**src/rtl/fetch_sequencer_if.sv**
```systemverilog
`default_nettype none
// +----------------------------------------------------------------------------+
// | fetch_sequencer_if : harness/decoder <-> fetch sequencer signal bundle      |
// | Rev 1.0 - initial release                                                   |
// +----------------------------------------------------------------------------+
interface fetch_sequencer_if #(
    parameter int PC_W  = 10,
    parameter int CNT_W = 16
);
    logic             Start;
    logic [PC_W-1:0]  StartAddr;
    logic             Stall;
    logic             HaltInstr;
    logic             BranchAbs;
    logic [PC_W-1:0]  Target;
    logic             BranchRel;
    logic [7:0]       Offset;
    logic [PC_W-1:0]  ProgCtr;
    logic             Busy;
    logic             Done;
    logic [CNT_W-1:0] CycleCount;

    modport master (
        output Start, StartAddr, Stall, HaltInstr, BranchAbs, Target,
               BranchRel, Offset,
        input  ProgCtr, Busy, Done, CycleCount
    );

    modport slave (
        input  Start, StartAddr, Stall, HaltInstr, BranchAbs, Target,
               BranchRel, Offset,
        output ProgCtr, Busy, Done, CycleCount
    );
endinterface
`default_nettype wire

```
**src/rtl/fetch_sequencer.sv**
```systemverilog
`default_nettype none
// +----------------------------------------------------------------------------+
// | fetch_sequencer : program counter, run control and run-cycle counter        |
// | Rev 1.0 - initial release                                                   |
// +----------------------------------------------------------------------------+
module fetch_sequencer #(
    parameter int PC_W  = 10,
    parameter int CNT_W = 16
) (
    input  wire logic         Clk,
    input  wire logic         Reset,
    fetch_sequencer_if.slave  bus
);

    localparam logic [1:0] c_S_IDLE  = 2'd0;
    localparam logic [1:0] c_S_ARMED = 2'd1;
    localparam logic [1:0] c_S_RUN   = 2'd2;
    localparam logic [1:0] c_S_DONE  = 2'd3;

    logic [1:0]       r_state;
    logic [1:0]       w_state_nxt;
    logic [PC_W-1:0]  r_pc;
    logic [PC_W-1:0]  w_pc_nxt;
    logic [CNT_W-1:0] r_cnt;
    logic [CNT_W-1:0] w_cnt_nxt;
    logic [PC_W-1:0]  w_offset_ext;
    logic             w_busy;
    logic             w_done;

    assign w_offset_ext = PC_W'($signed(bus.Offset));

    always_ff @(posedge Clk) begin
        if (!Reset) begin
            r_state <= c_S_IDLE;
        end else begin
            r_state <= w_state_nxt;
        end
    end

    always_comb begin
        w_state_nxt = r_state;
        case (r_state)
            c_S_IDLE:  if (bus.Start)     w_state_nxt = c_S_ARMED;
            c_S_ARMED: if (!bus.Start)    w_state_nxt = c_S_RUN;
            c_S_RUN:   if (bus.HaltInstr) w_state_nxt = c_S_DONE;
            c_S_DONE:                     w_state_nxt = c_S_IDLE;
            default:                      w_state_nxt = c_S_IDLE;
        endcase
    end

    always_comb begin
        w_busy = (r_state == c_S_RUN);
        w_done = (r_state == c_S_DONE);
    end

    // Next-PC priority in RUN: halt > stall > absolute > relative > increment.
    always_comb begin
        w_pc_nxt  = r_pc;
        w_cnt_nxt = r_cnt;
        case (r_state)
            c_S_IDLE, c_S_ARMED: begin
                if (bus.Start) begin
                    w_pc_nxt  = bus.StartAddr;
                    w_cnt_nxt = '0;
                end
            end
            c_S_RUN: begin
                if (r_cnt != {CNT_W{1'b1}}) begin
                    w_cnt_nxt = r_cnt + CNT_W'(1);
                end
                if (bus.HaltInstr || bus.Stall) begin
                    w_pc_nxt = r_pc;
                end else if (bus.BranchAbs) begin
                    w_pc_nxt = bus.Target;
                end else if (bus.BranchRel) begin
                    w_pc_nxt = r_pc + w_offset_ext;
                end else begin
                    w_pc_nxt = r_pc + PC_W'(1);
                end
            end
            default: begin
                w_pc_nxt  = r_pc;
                w_cnt_nxt = r_cnt;
            end
        endcase
    end

    always_ff @(posedge Clk) begin
        if (!Reset) begin
            r_pc  <= '0;
            r_cnt <= '0;
        end else begin
            r_pc  <= w_pc_nxt;
            r_cnt <= w_cnt_nxt;
        end
    end

    assign bus.ProgCtr    = r_pc;
    assign bus.CycleCount = r_cnt;
    assign bus.Busy       = w_busy;
    assign bus.Done       = w_done;

endmodule
`default_nettype wire

```
**src/flat_wrapper.sv**
```systemverilog
// flat-port wrapper written by rule: the top's interface ports become plain ports
module fetch_sequencer_flat 
#(
    parameter int PC_W  = 10,
    parameter int CNT_W = 16
)
  (Clk, Reset, bus_Start, bus_StartAddr, bus_Stall, bus_HaltInstr, bus_BranchAbs, bus_Target, bus_BranchRel, bus_Offset, bus_ProgCtr, bus_Busy, bus_Done, bus_CycleCount);
  fetch_sequencer_if #(.PC_W(PC_W), .CNT_W(CNT_W)) bus_i ();
  input  wire logic Clk;
  input  wire logic Reset;
  input wire logic [$bits(bus_i.Start)-1:0] bus_Start;
  input wire logic [$bits(bus_i.StartAddr)-1:0] bus_StartAddr;
  input wire logic [$bits(bus_i.Stall)-1:0] bus_Stall;
  input wire logic [$bits(bus_i.HaltInstr)-1:0] bus_HaltInstr;
  input wire logic [$bits(bus_i.BranchAbs)-1:0] bus_BranchAbs;
  input wire logic [$bits(bus_i.Target)-1:0] bus_Target;
  input wire logic [$bits(bus_i.BranchRel)-1:0] bus_BranchRel;
  input wire logic [$bits(bus_i.Offset)-1:0] bus_Offset;
  output wire logic [$bits(bus_i.ProgCtr)-1:0] bus_ProgCtr;
  output wire logic [$bits(bus_i.Busy)-1:0] bus_Busy;
  output wire logic [$bits(bus_i.Done)-1:0] bus_Done;
  output wire logic [$bits(bus_i.CycleCount)-1:0] bus_CycleCount;
  assign bus_i.Start = bus_Start;
  assign bus_i.StartAddr = bus_StartAddr;
  assign bus_i.Stall = bus_Stall;
  assign bus_i.HaltInstr = bus_HaltInstr;
  assign bus_i.BranchAbs = bus_BranchAbs;
  assign bus_i.Target = bus_Target;
  assign bus_i.BranchRel = bus_BranchRel;
  assign bus_i.Offset = bus_Offset;
  assign bus_ProgCtr = bus_i.ProgCtr;
  assign bus_Busy = bus_i.Busy;
  assign bus_Done = bus_i.Done;
  assign bus_CycleCount = bus_i.CycleCount;
  fetch_sequencer #(.PC_W(PC_W), .CNT_W(CNT_W)) u_core (.Clk(Clk), .Reset(Reset), .bus(bus_i));
endmodule
```
**config.mk**
```make
export PLATFORM = sky130hd
export DESIGN_NAME = fetch_sequencer_flat
export DESIGN_NICKNAME = d
export VERILOG_FILES = /design/src/rtl/fetch_sequencer_if.sv /design/src/rtl/fetch_sequencer.sv /design/src/flat_wrapper.sv
export SDC_FILE = /design/constraint.sdc
export NUM_CORES = 1
export LEC_CHECK = 0
export CAP_MARGIN = 20
export CORE_AREA = 2 2 86 88
export DETAILED_ROUTE_END_ITERATION = 8
export DIE_AREA = 0 0 88 90
export PLACE_DENSITY_LB_ADDON = 0.25
export SKIP_LAST_GASP = 1
export SLEW_MARGIN = 15
export SYNTH_ARGS = -nofsm -noshare
export SYNTH_HDL_FRONTEND = slang
export SYNTH_SLANG_ARGS = --single-unit
```
**constraint.sdc**
```tcl
create_clock -name Clk -period 2.5 [get_ports Clk]
set_input_delay 0.5 -clock Clk [delete_from_list [all_inputs] [get_ports Clk]]
set_output_delay 0.5 -clock Clk [all_outputs]
set_load 0.005 [all_outputs]
```
* After elaboration in Yosys (flattened, before gate mapping)
Index checks and enable logic that the tools add are counted.
W data, S select, Z words.
** Word-level totals
- Register bits after elaboration :: 28
- Input port bits :: 35
- Output and inout bits :: 28
- Word-level logic and storage cells :: 35
** Cells by class
- Add/subtract/negate cells :: 3
- Equality and inequality tests :: 10
- Mux-type cells :: 12
- Reduce and logical (&&, ||, !) cells :: 7
** Operator list (count)
- $mux W10 :: 4
- $mux W16 :: 2
- $pmux W16 S2 :: 1
- $pmux W10 S2 :: 1
- $add A16 B1 Y16 const B :: 1
- $ne A16 B16 Y1 const B :: 1
- $add A10 B1 Y10 const B :: 1
- $add A10 B10 Y10 :: 1
- $ne A2 B2 Y1 const B :: 5
- $reduce_and A3 Y1 :: 3
- $pmux W2 S4 :: 1
- $mux W2 :: 3
- $eq A2 B2 Y1 const B :: 2
- $eq A2 B1 Y1 const B :: 1
- $logic_not A2 Y1 :: 1
- $ne A2 B1 Y1 const B :: 1
- $reduce_bool A2 Y1 :: 1
- $reduce_or A2 Y1 :: 1
- $logic_or A1 B1 Y1 :: 1

* Logic depth before layout (Yosys ltp)
Gate-level depths: netlist (run 1).
- Depth after elaboration :: 5
- Depth in mapped cells :: 8
- Mapped depth without buffers :: 8

* Least setup slack after synthesis (run 1)
OpenSTA, ideal clock, no wires.
- Kind :: input to register
- Start :: input port bus_Offset[0]
- End :: register u_core.r_pc[4] (netlist: u_core.bus.ProgCtr[4])
- Setup time :: 0.076 ns
- Arrival time :: 2.146 ns
- Required time :: 2.424 ns
- Setup slack :: 0.278 ns
- Stages on the path :: 8
- Buffers on the path :: 0
- Path through :: nand2b_1 > ha_1 > fa_1 > a211oi_1 > nor2_1 > o311ai_0 > o21ai_0 > o22ai_1
** Between the ends
- Longest elaborated chain between the ends :: 5
** Ends and longest elaborated chain
- from (decl) :: line flat_wrapper.sv:18 : input wire logic [$bits(bus_i.Offset)-1:0] bus_Offset;
- $add A10 B10 Y10 :: line fetch_sequencer.sv:76 : w_pc_nxt = r_pc + w_offset_ext;
- $mux W10 :: line fetch_sequencer.sv:75 : end else if (bus.BranchRel) begin
- $mux W10 :: line fetch_sequencer.sv:73 : end else if (bus.BranchAbs) begin
- $mux W10 :: line fetch_sequencer.sv:71 : if (bus.HaltInstr || bus.Stall) begin
- $pmux W10 S2 :: line fetch_sequencer.sv:60 : case (r_state)
- to (signal assigned) :: line fetch_sequencer.sv:93 : r_pc <= w_pc_nxt;
- to (decl) :: line fetch_sequencer.sv:22 : logic [PC_W-1:0] r_pc;
Every way passes these cells. The select of a mux whose other input is x is not followed.
A chain may end at the register's enable or synchronous reset.

* Worst setup path in the final report (run 1)
- Start :: input port bus_BranchRel
- End :: register u_core.r_pc[5] (netlist: u_core.bus.ProgCtr[5])
** Between the ends
- Longest elaborated chain between the ends :: 4
** Ends and longest elaborated chain
- from (decl) :: line flat_wrapper.sv:17 : input wire logic [$bits(bus_i.BranchRel)-1:0] bus_BranchRel;
- $mux W10 :: line fetch_sequencer.sv:75
- $mux W10 :: line fetch_sequencer.sv:73
- $mux W10 :: line fetch_sequencer.sv:71
- $pmux W10 S2 :: line fetch_sequencer.sv:60
Every way passes these cells. The select of a mux whose other input is x is not followed.

==> run summary, run 1 <==
Clock network
* **clock sink count** 28
* **TritonCTS Buffers** 3
* **root buffer cell** sky130_fd_sc_hd__clkbuf_8
* **clock buffer depth** 2
* **source-to-sink clock delay at the later pin of the worst-skew pair** 0.28 ns
* **deepest level of the CTS H-tree** 1
* **CTS tree** done
* **CTS clk-pin slew, worst paths** 0.10 ns

Critical path
* **CP Class** in2reg
* **Critical Path Source Type** input pin
* **chain of cells forming the critical path** clkdlybuf4s50_1 > and2_1 > ha_1 > a211oi_2 > nor2_1 > or4b_2 > o31a_1 > o22ai_1
* **Crit. End Element** flip-flop
* **signal arrival time at the worst endpoint** 2.64 ns
* **slowest cell on the critical path** sky130_fd_sc_hd__or4b_2
* **buffers and inverters on the worst path** 1
* **largest driver fanout on the critical path** 3
* **Critical Path RT** 2.72 ns
* **Setup crit start** bus_BranchRel
* **cell type group with the largest total delay on the critical path** simple AND/OR/NAND/NOR gates
* **max incr delay on CP** 0.61 ns
* **reg2reg start** u_core.r_state[0]

Timing
* **transition time of the tightest slew-check pin** 0.661 ns
* **Post-Route Setup TNS** 0 ns
* **worst slew slack as a fraction of its limit** 55.5%
* **fin. max-slew vios** 0
* **least setup slack across all paths after layout** 0.0738 ns
* **final count of negative-setup-slack endpoints** 0
* **unrepaired setup endpoints after global routing** true
* **ratio of final minimum period to clock period** 97.0%
* **Hold Violations, Final** 0
* **Clock Skews** 0.00243 ns
* **minimum period implied by the final worst setup slack** 2.43 ns
* **Max Freq** 412 MHz

Die
* **top-level port count** 63
* **cell row count** 31
* **Chip Height** 90 um
* **Die X** 88 um
* **area enclosed by the die boundary** 7920 um^2
* **effective utilization at floorplan** 29.1%
* **Core Region** 7020 um^2

Synthesis
* **Synthesis Warnings** 0
* **number of distinct library cells after synthesis** 49
* **total nets after synthesis** 307
* **post-synthesis instance area** 2040 um^2
* **Seq cells post-synth** 28
* **Post-Synthesis Mean Instance Area** 7.95 um^2
* **Post-synth top flop** sky130_fd_sc_hd__dfxtp_1
* **Gate Count Post-Synth** 257
* **part of the Yosys area used for sequential elements** 27.5%
* **share of synthesized registers carrying an async set or reset** 0%
* **number of synthesized flops with an enable pin** 0

Drt
* **final routed DRC violation total** 0
* **Total Routed Length** 5740 um
* **remaining antenna violation count after routing** 0
* **wire length per cell after detailed routing** 13.2 um
* **detailed-route vias per instance** 4.98
* **first-pass detailed-route iteration total** 4
* **initial drt markers** 106
* **via total after detailed routing** 2171

Finish
* **count of antenna diodes in the layout** 0
* **count of nets after finishing** 388
* **fillers** 714
* **area of all placed cells without fillers** 3020 um^2
* **proportion of layout cells with a drive suffix above 1** 11.3%
* **signed area change from the synthesized netlist to the final layout** 47.7%

Outcome
* **result of the run** completed

Global routing
* **first-pass GRT wire length** 9520 um
* **pin count of the biggest net entering global routing** 25
* **overall fraction of global-route tracks in use** 14.5%
* **total congestion overflow** 0
* **number of antenna violations at the first check in global routing** 0
* **via count of the first global-routing pass** 2014

Placed design
* **count of input and output buffers** 62
* **HPWL after DPL** 4510 um
* **final estimated routing congestion in global placement** 0.866
* **post-placement setup slack** -0.363 ns
* **Placement Cell Area** 2920 um^2

Power and ir drop
* **leak pwr** 0.00112 uW
* **power per unit of standard cell area** 797 nW/um^2
* **peak supply drop** 336 uV

Worst hold path
* **kind of path behind the tightest hold check** reg2reg
* **startpoint of the worst hold path** u_core.bus.CycleCount[6]

Flow run
* **number of violations of the max-capacitance limit** 0

[power breakdown]
part	internal, uW	switching, uW
registers	544	103
logic	723	666
clock network	215	153
total	1480	923
[cells in the final DEF (no fill, tap or decap), types with 2 or more instances in the layout]
| master | netlist | routed |
|---|---|---|
| sky130_fd_sc_hd__a211oi_1 | 8 | 6 |
| sky130_fd_sc_hd__a211oi_2 | 0 | 2 |
| sky130_fd_sc_hd__a21o_1 | 4 | 4 |
| sky130_fd_sc_hd__a21oi_1 | 11 | 11 |
| sky130_fd_sc_hd__and2_1 | 7 | 7 |
| sky130_fd_sc_hd__and3_1 | 2 | 2 |
| sky130_fd_sc_hd__buf_4 | 0 | 24 |
| sky130_fd_sc_hd__clkbuf_8 | 0 | 3 |
| sky130_fd_sc_hd__clkdlybuf4s50_1 | 0 | 62 |
| sky130_fd_sc_hd__dfxtp_1 | 28 | 28 |
| sky130_fd_sc_hd__ha_1 | 14 | 13 |
| sky130_fd_sc_hd__inv_1 | 10 | 10 |
| sky130_fd_sc_hd__mux2i_1 | 9 | 9 |
| sky130_fd_sc_hd__nand2_1 | 23 | 23 |
| sky130_fd_sc_hd__nand2b_1 | 5 | 5 |
| sky130_fd_sc_hd__nand3_1 | 9 | 9 |
| sky130_fd_sc_hd__nand4_1 | 3 | 3 |
| sky130_fd_sc_hd__nor2_1 | 28 | 28 |
| sky130_fd_sc_hd__nor2b_1 | 4 | 4 |
| sky130_fd_sc_hd__nor3_1 | 8 | 8 |
| sky130_fd_sc_hd__nor4_1 | 6 | 6 |
| sky130_fd_sc_hd__o211a_1 | 4 | 4 |
| sky130_fd_sc_hd__o21ai_0 | 17 | 14 |
| sky130_fd_sc_hd__o21ai_1 | 0 | 2 |
| sky130_fd_sc_hd__o22ai_1 | 5 | 5 |
| sky130_fd_sc_hd__xnor2_1 | 15 | 15 |
[kinds of logic (layout without fill, tap and decap cells)]
group,count (synthesis),count (layout),share of synthesized area (%)
compound gates,68,68,23.2
xor+xnor,16,16,6.86
simple gates,101,101,24.4
fa+ha+maj,15,15,9.56
buf+inv,20,100,4.04
flops,28,28,27.5
mux,9,9,4.41
[worst paths after layout]
path	to	slack, ns	cells past startpoint
setup reg to reg	u_core.bus.CycleCount[12]	0.36	7
hold / removal	u_core.bus.CycleCount[6]	0.51	2
setup / recovery	u_core.bus.ProgCtr[5]	0.07	8
hold reg to reg	u_core.bus.CycleCount[6]	0.51	2
[state kept, by name, indices dropped and copies added (netlist names)]
register	count
u_core.r_state	2
u_core.bus.ProgCtr	10
u_core.bus.CycleCount	16
[Yosys cell counts, drive strengths merged, types with 2 or more instances]
library cell / count / area, um^2
a2111oi: 2 / 23.8
a211oi: 8 / 60.1
a21o: 4 / 30.0
a21oi: 11 / 55.1
and2: 7 / 43.8
and3: 2 / 12.5
clkbuf: 9 / 33.8
dfxtp: 28 / 561
ha: 14 / 175
inv: 10 / 37.5
mux2i: 9 / 90.1
nand2: 23 / 86.3
nand2b: 5 / 31.3
nand3: 9 / 45.0
nand4: 3 / 18.8
nor2: 28 / 105
nor2b: 4 / 25.0
nor3: 8 / 40.0
nor4: 7 / 50.1
o211a: 4 / 40.0
o21ai: 17 / 85.1
o22ai: 5 / 31.3
o311ai: 2 / 17.5
xnor2: 15 / 131
[worst reg2reg max path: stages (launching register included)]
cell                       delay (ns)
sky130_fd_sc_hd__dfxtp_1         0.35
sky130_fd_sc_hd__inv_1           0.09
sky130_fd_sc_hd__ha_1            0.18
sky130_fd_sc_hd__buf_4           0.28
sky130_fd_sc_hd__nand4_1         0.20
sky130_fd_sc_hd__nor4_2          0.53
sky130_fd_sc_hd__nor3_1          0.15
sky130_fd_sc_hd__a311oi_1        0.28
[routing by layer]
layer	GRT usage [%]	vias up	part of all wire, %
met2	23.8	68	48
met3	1.84	4	4.8
met5	0	-	0
met1	20.3	1001	47
met4	2.82	0	0.40
li1	-	1098	-
[through the flow]
stage / hold WS [ns] / power [uW] / util, % / instances
global route: 0.531 / 2620 / 43.0 / 436
detailed placement: 0.499 / 2020 / 41.6 / 432
finish: 0.512 / 2400 / 43.0 / 436
CTS: 0.518 / 2410 / 42.8 / 436
global placement: 0.491 / 2010 / 41.6 / 432
floorplan: 0.480 / 1440 / - / 257
[final cells by class]
cell class	instances	area [um^2]	share of cell area [%]
Clock buffer	3	41.3	1.37
Clock inverter	1	30.0	0.995
Inverter	10	37.5	1.24
Multi-Input combinational cell	209	1420	47.2
Sequential cell	28	561	18.6
Tap cell	99	124	4.11
Timing Repair Buffer	86	801	26.5
[what timing repair did]
item                       4_1_cts  5_1_grt
pin swaps                        0        2
buffers inserted                 0        0
hold buffers                     0        0
setup endpoints to repair        3        6
gates resized for setup          2        8
(Power assumes the default switching activity.)
==> inputs of run 2 (changes only) <==
ABC_AREA = 1   (was not set)
CORE_AREA = 2 2 90 92   (was 2 2 86 88)
DIE_AREA = 0 0 92 94   (was 0 0 88 90)
GPL_TIMING_DRIVEN = 0   (was not set)
==> run 2 against run 1 <==
Compared with the run above: routed wire length up 13%; die area up 9.2%; synthesized cell count up 39%; worst setup slack better by 0.23 ns; fmax up 11%; clock skew up 0.0063 ns; clock-buffer cell count unchanged; sequential power up 3%; sequential share of layout area down 0.38 points; sequential cell count unchanged; critical endpoint is now u_core.bus.ProgCtr[6]; largest cell class unchanged; largest power group unchanged.
==> run summary, run 2 <==
Finish
* **fillers** 830, +16%
* **proportion of layout cells with a drive suffix above 1** 7.84%, -3.4 points
* **count of nets after finishing** 472, +22%
* **number of flip-flops under the largest register name** 16, unchanged
* **area of all placed cells without fillers** 3080 um^2, +2.1%
* **leading cell type in the layout, fill and taps excluded** sky130_fd_sc_hd__nand2_1
* **commonest non-fill, non-tap cells in the layout** sky130_fd_sc_hd__nand2_1 (82), sky130_fd_sc_hd__clkdlybuf4s50_1 (61), sky130_fd_sc_hd__nor2_1 (59)
* **count of antenna diodes in the layout** 0, unchanged
* **signed area change from the synthesized netlist to the final layout** 35.7%

Die
* **Die X** 92 um, +4.5%
* **effective utilization at floorplan** 29.8%, +0.75 points
* **area enclosed by the die boundary** 8650 um^2, +9.2%
* **top-level port count** 63, unchanged
* **cell row count** 32, +3.2%
* **Core Region** 7610 um^2, +8.4%
* **Chip Height** 94 um, +4.4%

Global routing
* **via count of the first global-routing pass** 2450, +22%
* **number of antenna violations at the first check in global routing** 0, unchanged
* **pin count of the biggest net entering global routing** 17, -32%
* **total congestion overflow** 0, unchanged
* **overall fraction of global-route tracks in use** 15.7%, +1.1 points
* **first-pass GRT wire length** 11000 um, +16%

Critical path
* **signal arrival time at the worst endpoint** 2.37 ns, -0.27 ns
* **Critical Path Source Type** input pin
* **Critical Path RT** 2.68 ns, -0.04 ns
* **CP Class** in2reg
* **minimum setup slack among reg-to-reg paths** 0.32 ns, -0.04 ns
* **largest driver fanout on the critical path** 3, unchanged
* **Crit. End Element** flip-flop

Worst hold path
* **kind of path behind the tightest hold check** reg2reg

Drt
* **first-pass detailed-route iteration total** 4, unchanged
* **initial drt markers** 74, -30%
* **via total after detailed routing** 2446, +13%
* **wire length per cell after detailed routing** 12.4 um, -6.2%
* **Total Routed Length** 6460 um, +13%
* **detailed-route vias per instance** 4.68, -6.1%
* **final routed DRC violation total** 0, unchanged
* **remaining antenna violation count after routing** 0, unchanged

Synthesis
* **most instantiated library cell after synthesis** sky130_fd_sc_hd__nand2_1
* **post-synthesis instance area** 2270 um^2, +11%
* **leading cell types by count after synthesis** sky130_fd_sc_hd__nand2_1 (82), sky130_fd_sc_hd__nor2_1 (59), sky130_fd_sc_hd__inv_1 (35)
* **share of synthesized registers carrying an async set or reset** 0%, unchanged
* **total nets after synthesis** 406, +32%
* **number of synthesized flops with an enable pin** 0, unchanged
* **Post-Synthesis Mean Instance Area** 6.38 um^2, -20%
* **Post-synth top flop** sky130_fd_sc_hd__dfxtp_1
* **number of distinct library cells after synthesis** 31, -37%
* **Synth area leaders** sky130_fd_sc_hd__dfxtp_1 (25%), sky130_fd_sc_hd__nand2_1 (14%), sky130_fd_sc_hd__nor2_1 (9.8%), sky130_fd_sc_hd__ha_1 (7.7%), sky130_fd_sc_hd__a21oi_1 (6.2%)
* **cell type with the largest total area after synthesis** sky130_fd_sc_hd__dfxtp_1
* **Seq cells post-synth** 28, unchanged
* **Synthesis Warnings** 0, unchanged
* **Gate Count Post-Synth** 356, +39%
* **part of the Yosys area used for sequential elements** 24.7%, -2.8 points
* **top-area cell type share of the netlist area** 24.7%, -2.8 points

Clock network
* **Post-CTS Repair Setup Buffers** 0, unchanged
* **Resized cells post-CTS** 0, -2
* **source-to-sink clock delay at the later pin of the worst-skew pair** 0.29 ns, about the same
* **CTS clk-pin slew, worst paths** 0.11 ns, about the same
* **deepest level of the CTS H-tree** 1, unchanged
* **clock sink count** 28, unchanged
* **TritonCTS Buffers** 3, unchanged
* **clock buffer depth** 2, unchanged
* **root buffer cell** sky130_fd_sc_hd__clkbuf_8
* **hold buffer count at cts** 0, unchanged
* **CTS tree** done

Timing
* **unrepaired setup endpoints after global routing** false
* **worst slew slack as a fraction of its limit** 53.2%, -2.3 points
* **ratio of final minimum period to clock period** 87.7%, -9.4 points
* **final count of negative-setup-slack endpoints** 0, unchanged
* **Hold Violations, Final** 0, unchanged
* **Post-Route Setup TNS** 0 ns, unchanged
* **minimum period implied by the final worst setup slack** 2.19 ns, -0.235 ns
* **Clock Skews** 0.00870 ns, +0.00627 ns
* **fin. max-slew vios** 0, unchanged
* **transition time of the tightest slew-check pin** 0.702 ns, +0.0407 ns
* **Max Freq** 456 MHz, +11%

Power and ir drop
* **peak supply drop** 366 uV, +8.9%
* **power per unit of standard cell area** 834 nW/um^2, +4.7%
* **leak pwr** 0.00126 uW, +13%

Placed design
* **final estimated routing congestion in global placement** 0.826, -4.7%
* **Placement Cell Area** 3010 um^2, +3.0%
* **HPWL after DPL** 5220 um, +16%
* **count of input and output buffers** 61, -1.6%

Flow run
* **number of violations of the max-capacitance limit** 0, unchanged

Outcome
* **result of the run** completed

run 2: cell types whose count changed in the layout (fill, tap and decap cells not counted), moves of 10 or more:
cell and change:
sky130_fd_sc_hd__buf_4 -22, sky130_fd_sc_hd__nor2_1 +31, sky130_fd_sc_hd__nand2_1 +59, sky130_fd_sc_hd__nand3_1 +14
sky130_fd_sc_hd__inv_1 +25, sky130_fd_sc_hd__xnor2_1 -10, sky130_fd_sc_hd__a21oi_1 +17
run 2: through the flow:
step	hold slack (ns)	total power, uW	setup WS [ns]	cells	util [%]
final	0.506	2570	0.308	523	40.5
after CTS	0.506	2600	0.303	523	40.5
after detailed placement	0.489	2210	0.00104	519	39.5
after global placement	0.488	2190	0.0109	519	39.5
after floorplan	0.476	1650	0.415	356	-
after global routing	0.565	2810	0.151	523	40.5
run 2: layer usage:
| layer | vias to the layer above | GRT usage (%) | wire length, um |
|---|---|---|---|
| met5 | - | 0 | 0 |
| met4 | 0 | 3.36 | 26 |
| met3 | 2 | 2.41 | 398 |
| met2 | 82 | 28.8 | 3170 |
| met1 | 1078 | 19.4 | 2870 |
| li1 | 1284 | - | - |
run 2: cell type report:
type	instances	area, um^2	area share (%)
multi-input combinational	279	1490	48.5
timing repair buffer	61	611	19.8
sequential	28	561	18.2
inverter	38	143	4.63
tap	102	128	4.14
buffer	11	72.6	2.36
clock buffer	3	41.3	1.34
clock inverter	1	30.0	0.975
run 2: logic make-up after synthesis:
family,synth area share [%]
compound gates,16.3
xor+xnor,4.24
fa+ha+maj,8.60
buf+inv,9.48
flops,24.7
simple gates,36.7
run 2: power breakdown:
part           internal (uW)  total, uW  switching [uW]
combinational            649       1520             874
clock                    215        380             165
sequential               557        666             110
total                   1420       2570            1150
run 2: worst max-delay path: stages:
cell and delay, ns:
sky130_fd_sc_hd__clkdlybuf4s50_1 0.40, sky130_fd_sc_hd__inv_1 0.05, sky130_fd_sc_hd__nand2_1 0.04, sky130_fd_sc_hd__ha_1 0.24, sky130_fd_sc_hd__fa_1 0.42, sky130_fd_sc_hd__nand3_1 0.10
sky130_fd_sc_hd__nand3_1 0.15, sky130_fd_sc_hd__nand3_1 0.14, sky130_fd_sc_hd__a21oi_1 0.06, sky130_fd_sc_hd__o21ai_0 0.17, sky130_fd_sc_hd__a21oi_1 0.09
run 2: final timing paths:
kind,from,end,depth (start not counted)
worst max-delay path,bus_Offset[0],u_core.bus.ProgCtr[6],11
worst min-delay path,u_core.bus.CycleCount[2],u_core.bus.CycleCount[2],2
worst max register to register,u_core.r_state[0],u_core.bus.CycleCount[11],10
worst min register to register,u_core.bus.CycleCount[2],u_core.bus.CycleCount[2],2
==> RTL edit 1, RTL diff (settings of run 1) <==
`r_pc` no longer has a reset.
--- a/src/rtl/fetch_sequencer.sv
+++ b/src/rtl/fetch_sequencer.sv
@@ -89,8 +89,10 @@
         if (!Reset) begin
-            r_pc  <= '0;
             r_cnt <= '0;
         end else begin
-            r_pc  <= w_pc_nxt;
             r_cnt <= w_cnt_nxt;
         end
+    end
+
+    always_ff @(posedge Clk) begin
+        r_pc <= w_pc_nxt;
     end
Behaviour: not the same (a bounded check fails within 4 cycles, from zero or initial values and one cycle with Reset low).
==> RTL edit 1 against run 1 <==
Non-clock buffer count down 1. Worst setup slack better by 0.057 ns. Wire length down 5.4%. Global-route usage down 0.76 points. Clock power down 8.7%. Sequential cell count unchanged. Design area down 2.5%. First-iteration DRC count down 55%. Area after synthesis down 4.4%. Total power down 9.8%. Via count down 14%. Die area unchanged. Largest power group unchanged. Highest routed layer unchanged.
==> RTL edit 1: results <==
[run_status]
status = completed

[synthesis]
synth_nets = 270
synth_mux_area_share_pct = 4.16
synth_edf_count = 10
synth_compound_area_share_pct = 16.6
synthAdderAreaFrac_pct = 9.99
yosys.cell_types.count = 44
synth_xor_xnor_area_share_pct = 6.73
ys_top_cells_by_area = dfxtp_1 (18%), edfxtp_1 (15%), ha_1 (9.0%)
synth_seq_area_share_pct = 33.8

[drt]
wl_met2_um = 2590
drtIter0Drc = 48
wl_met3_um = 226
wirelength_um = 5430
vias_per_cell = 4.64
wl_met1_um = 2600

[place]
routabilityCongestion = 0.770
portBuffers = 62
place_area_um2 = 2850
dp_hpwl_um = 4160

[layout]
nets = 355
fill_cells = 702
area_growth_pct = 50.6
drive_gt1_share_pct = 13.2

[pwr]
ir_worst_vdd_uv = 255
leakagePower_nw = 1.11

[global_routing]
gr-usage-met2_pct = 23.5
grt_max_degree = 17
met1_usage_pct = 18.1
gr-usage-all-layers_pct = 13.8
grt_first_pass_wirelength_um = 8870
antenna_found_initial = 0
grt_pass1_vias = 1973
grt_util_met3_pct = 2.11

[worst_setup_path]
reg2regPathDepth = 8
cpPeakStageDelay_ns = 0.39
r2r_slack_ns = 0.43
critPathMaxFanout = 2
crit_arrival_ns = 2.41
critPathSlowestCell = clkdlybuf4s50_1
cp_top_family = compound AO/OA/AOI/OAI gates

[timing]
tightest_slew_ns = 0.661
whs_ns = 0.552
[RTL edit 1: cell types whose count changed in the layout (fill, tap and decap cells not counted), sizes merged, moves of 3 or more]
cell / change
nand2: -8
o21ai: -9
edfxtp: +10
o21a: +4
nand4: +3
dfxtp: -10
o211a: -4
a21oi: +6
inv: -6
o22ai: -5
[RTL edit 1: report_power, final]
| group | internal (W) | switching (W) |
|---|---|---|
| logic | 0.000604 | 0.000556 |
| clock network | 0.000175 | 0.000161 |
| registers | 0.000603 | 0.0000722 |
[RTL edit 1: stage by stage]
step                      setup slack, ns  instances  total power (W)
final                               0.131        403          0.00217
after global routing               0.0101        403          0.00234
after CTS                          0.0134        403          0.00218
after detailed placement           -0.411        399          0.00182
after global placement             -0.367        399          0.00181
after floorplan                     0.183        220          0.00127
[RTL edit 1: what timing repair did]
action,in CTS,in global routing
hold buffers,0,0
resized for setup,2,5
pin swaps,1,1
endpoints found under the setup margin,3,6
[RTL edit 1: final timing paths]
| kind | startpoint | endpoint |
|---|---|---|
| worst max-delay path | bus_Offset[0] | u_core.bus.ProgCtr[4] |
| worst min-delay path | u_core.r_state[0] | u_core.r_state[0] |
| worst max register to register | u_core.bus.ProgCtr[0] | u_core.bus.ProgCtr[4] |
| worst min register to register | u_core.r_state[0] | u_core.r_state[0] |
[RTL edit 1: cell families after synthesis]
kind of cell | Yosys count
and+or+nand+nor | 94
AOI/OAI and AO/OA | 50
DFF | 28
xor gates and xnor gates | 15
adders and majority gates | 15
buffers and inverters | 10
muxes | 8
[RTL edit 1: final cells by class]
class                      instances  area [um^2]  area share, %
inverter                           5         18.8          0.638
sequential                        28          661           22.5
multi-input combinational        182         1280           43.4
timing repair buffer              85          796           27.1
tap                               99          124           4.21
clock buffer                       4         66.3           2.25
==> RTL edit 2, RTL diff (settings of run 1) <==
Made on the original files. `CNT_W` is set to 16 in 3 places; all go to 32.
--- a/src/rtl/fetch_sequencer_if.sv
+++ b/src/rtl/fetch_sequencer_if.sv
@@ -7,3 +7,3 @@
     parameter int PC_W  = 10,
-    parameter int CNT_W = 16
+    parameter int CNT_W = 32
 );
--- a/src/rtl/fetch_sequencer.sv
+++ b/src/rtl/fetch_sequencer.sv
@@ -7,3 +7,3 @@
     parameter int PC_W  = 10,
-    parameter int CNT_W = 16
+    parameter int CNT_W = 32
 ) (
--- a/src/flat_wrapper.sv
+++ b/src/flat_wrapper.sv
@@ -4,3 +4,3 @@
     parameter int PC_W  = 10,
-    parameter int CNT_W = 16
+    parameter int CNT_W = 32
 )
Interface: changed (resized bus_CycleCount); port bits go from 63 to 79. The function was not compared with the original's and may differ.
==> RTL edit 2 against run 1 <==
Worst setup slack worse by 0.031 ns. Register-to-register slack lost 0.18 ns. Wire length increased by 37%. Highest routed layer unchanged. Global-route usage is 4.9 points higher. Sequential cell count increased by 16. Area after synthesis rose by 34%. Total power is 23% higher. Design area is 31% higher. Critical endpoint is now u_core.bus.ProgCtr[4].
==> RTL edit 2: results <==
[layout]
stdcell_count = 539
largest_reg_flops = 32
nets = 489

[synthesis]
ys_top_cells_by_area = dfxtp_1 (32%), o21ai_0 (6.6%), ha_1 (6.4%)
syn_inst = 342
synth_commonest_cells = dfxtp_1 (44), o21ai_0 (36), nand2_1 (31), a21oi_1 (30), or3_1 (22)
yosys.cell_types.count = 47
synth_seq_area_share_pct = 32.1

[clocking]
cts_buffers = 5
clock_path_buffers = 2
htreeDepth = 2

[pwr]
leakagePower_nw = 1.41
p_int_w = 0.00189
ir_worst_vdd_uv = 402

[drt]
drtIter0Drc = 192
vias_per_cell = 5.46
wirelength_um = 7840

[place]
portBuffers = 78
routabilityCongestion = 0.839
dp_hpwl_um = 5900

[global_routing]
grt_pass1_vias = 2808
grt_first_pass_wirelength_um = 12800
gr-usage-all-layers_pct = 19.5
grt_max_degree = 21

[run_status]
status = completed

[timing]
slew_headroom_pct = 59.3

[worst_setup_path]
cpPeakStageDelay_ns = 0.52
## RTL edit 2: worst max-delay path, delay by kind of cell
kind            cells  cell delay, ns
fa+ha+maj           2            0.62
simple gates        2            0.12
compound gates      4            0.78
buf+inv             2            0.67
## RTL edit 2: logic make-up (layout without fill, tap and decap cells)
family	count (synthesis)	count (layout)	synth area share (%)
flops	44	44	32.1
fa+ha+maj	15	15	7.12
xor+xnor	11	11	3.52
compound gates	110	110	24.9
mux	5	5	1.87
buf+inv	24	122	4.02
simple gates	133	133	26.4
## RTL edit 2: stage by stage
| stage | worst slack, ns | TNS, ns | utilization (%) | cell area (um^2) |
|---|---|---|---|---|
| 5_1_grt | -0.0717 | -0.162 | 56.4 | 3960 |
| 3_5_place_dp | -0.289 | -1.25 | 53.8 | 3770 |
| 2_1_floorplan | 0.239 | 0 | - | 2740 |
| 6_report | 0.0427 | 0 | 56.4 | 3960 |
| 3_3_place_gp | -0.247 | -0.955 | 53.8 | 3770 |
| 4_1_cts | 0.00880 | 0 | 55.6 | 3900 |
## RTL edit 2: timing repair
item | CTS | global route
gates resized for setup | 0 | 7
setup endpoints to repair | 0 | 13
hold endpoints to repair | 0 | 0
## RTL edit 2: per-layer routing
layer | routed length, um | track usage (%) | up-vias
met5 | 0 | 0 | -
met4 | 95 | 4.74 | 0
met3 | 367 | 3.67 | 8
met2 | 3760 | 31.8 | 73
met1 | 3620 | 26.2 | 1381
li1 | - | - | 1481
## RTL edit 2: cell type report
type,count,area (um^2)
tap,99,124
inverter,8,30.0
multi-input combinational,274,1810
sequential,44,881
fill,659,3060
clock inverter,1,30.0
clock buffer,7,96.3
timing repair buffer,106,991
## RTL edit 2: power by group through the flow
| stage | clock network [W] | registers (W) | logic, W |
|---|---|---|---|
| 2_1_floorplan | 0 | 0.000904 | 0.000816 |
| 3_3_place_gp | 0 | 0.000905 | 0.00137 |
| 3_5_place_dp | 0 | 0.000913 | 0.00140 |
| 4_1_cts | 0.000616 | 0.000897 | 0.00141 |
| 5_1_grt | 0.000645 | 0.000921 | 0.00160 |
| 6_report | 0.000605 | 0.000905 | 0.00144 |
## RTL edit 2: path summary, 6_finish.rpt
path,from,to,slack [ns],depth (start not counted)
max,bus_BranchRel,u_core.bus.ProgCtr[4],0.04,10
min reg2reg,u_core.bus.CycleCount[14],u_core.bus.CycleCount[14],0.50,2
max reg2reg,u_core.r_state[0],u_core.bus.CycleCount[13],0.18,7
min,u_core.bus.CycleCount[14],u_core.bus.CycleCount[14],0.50,2
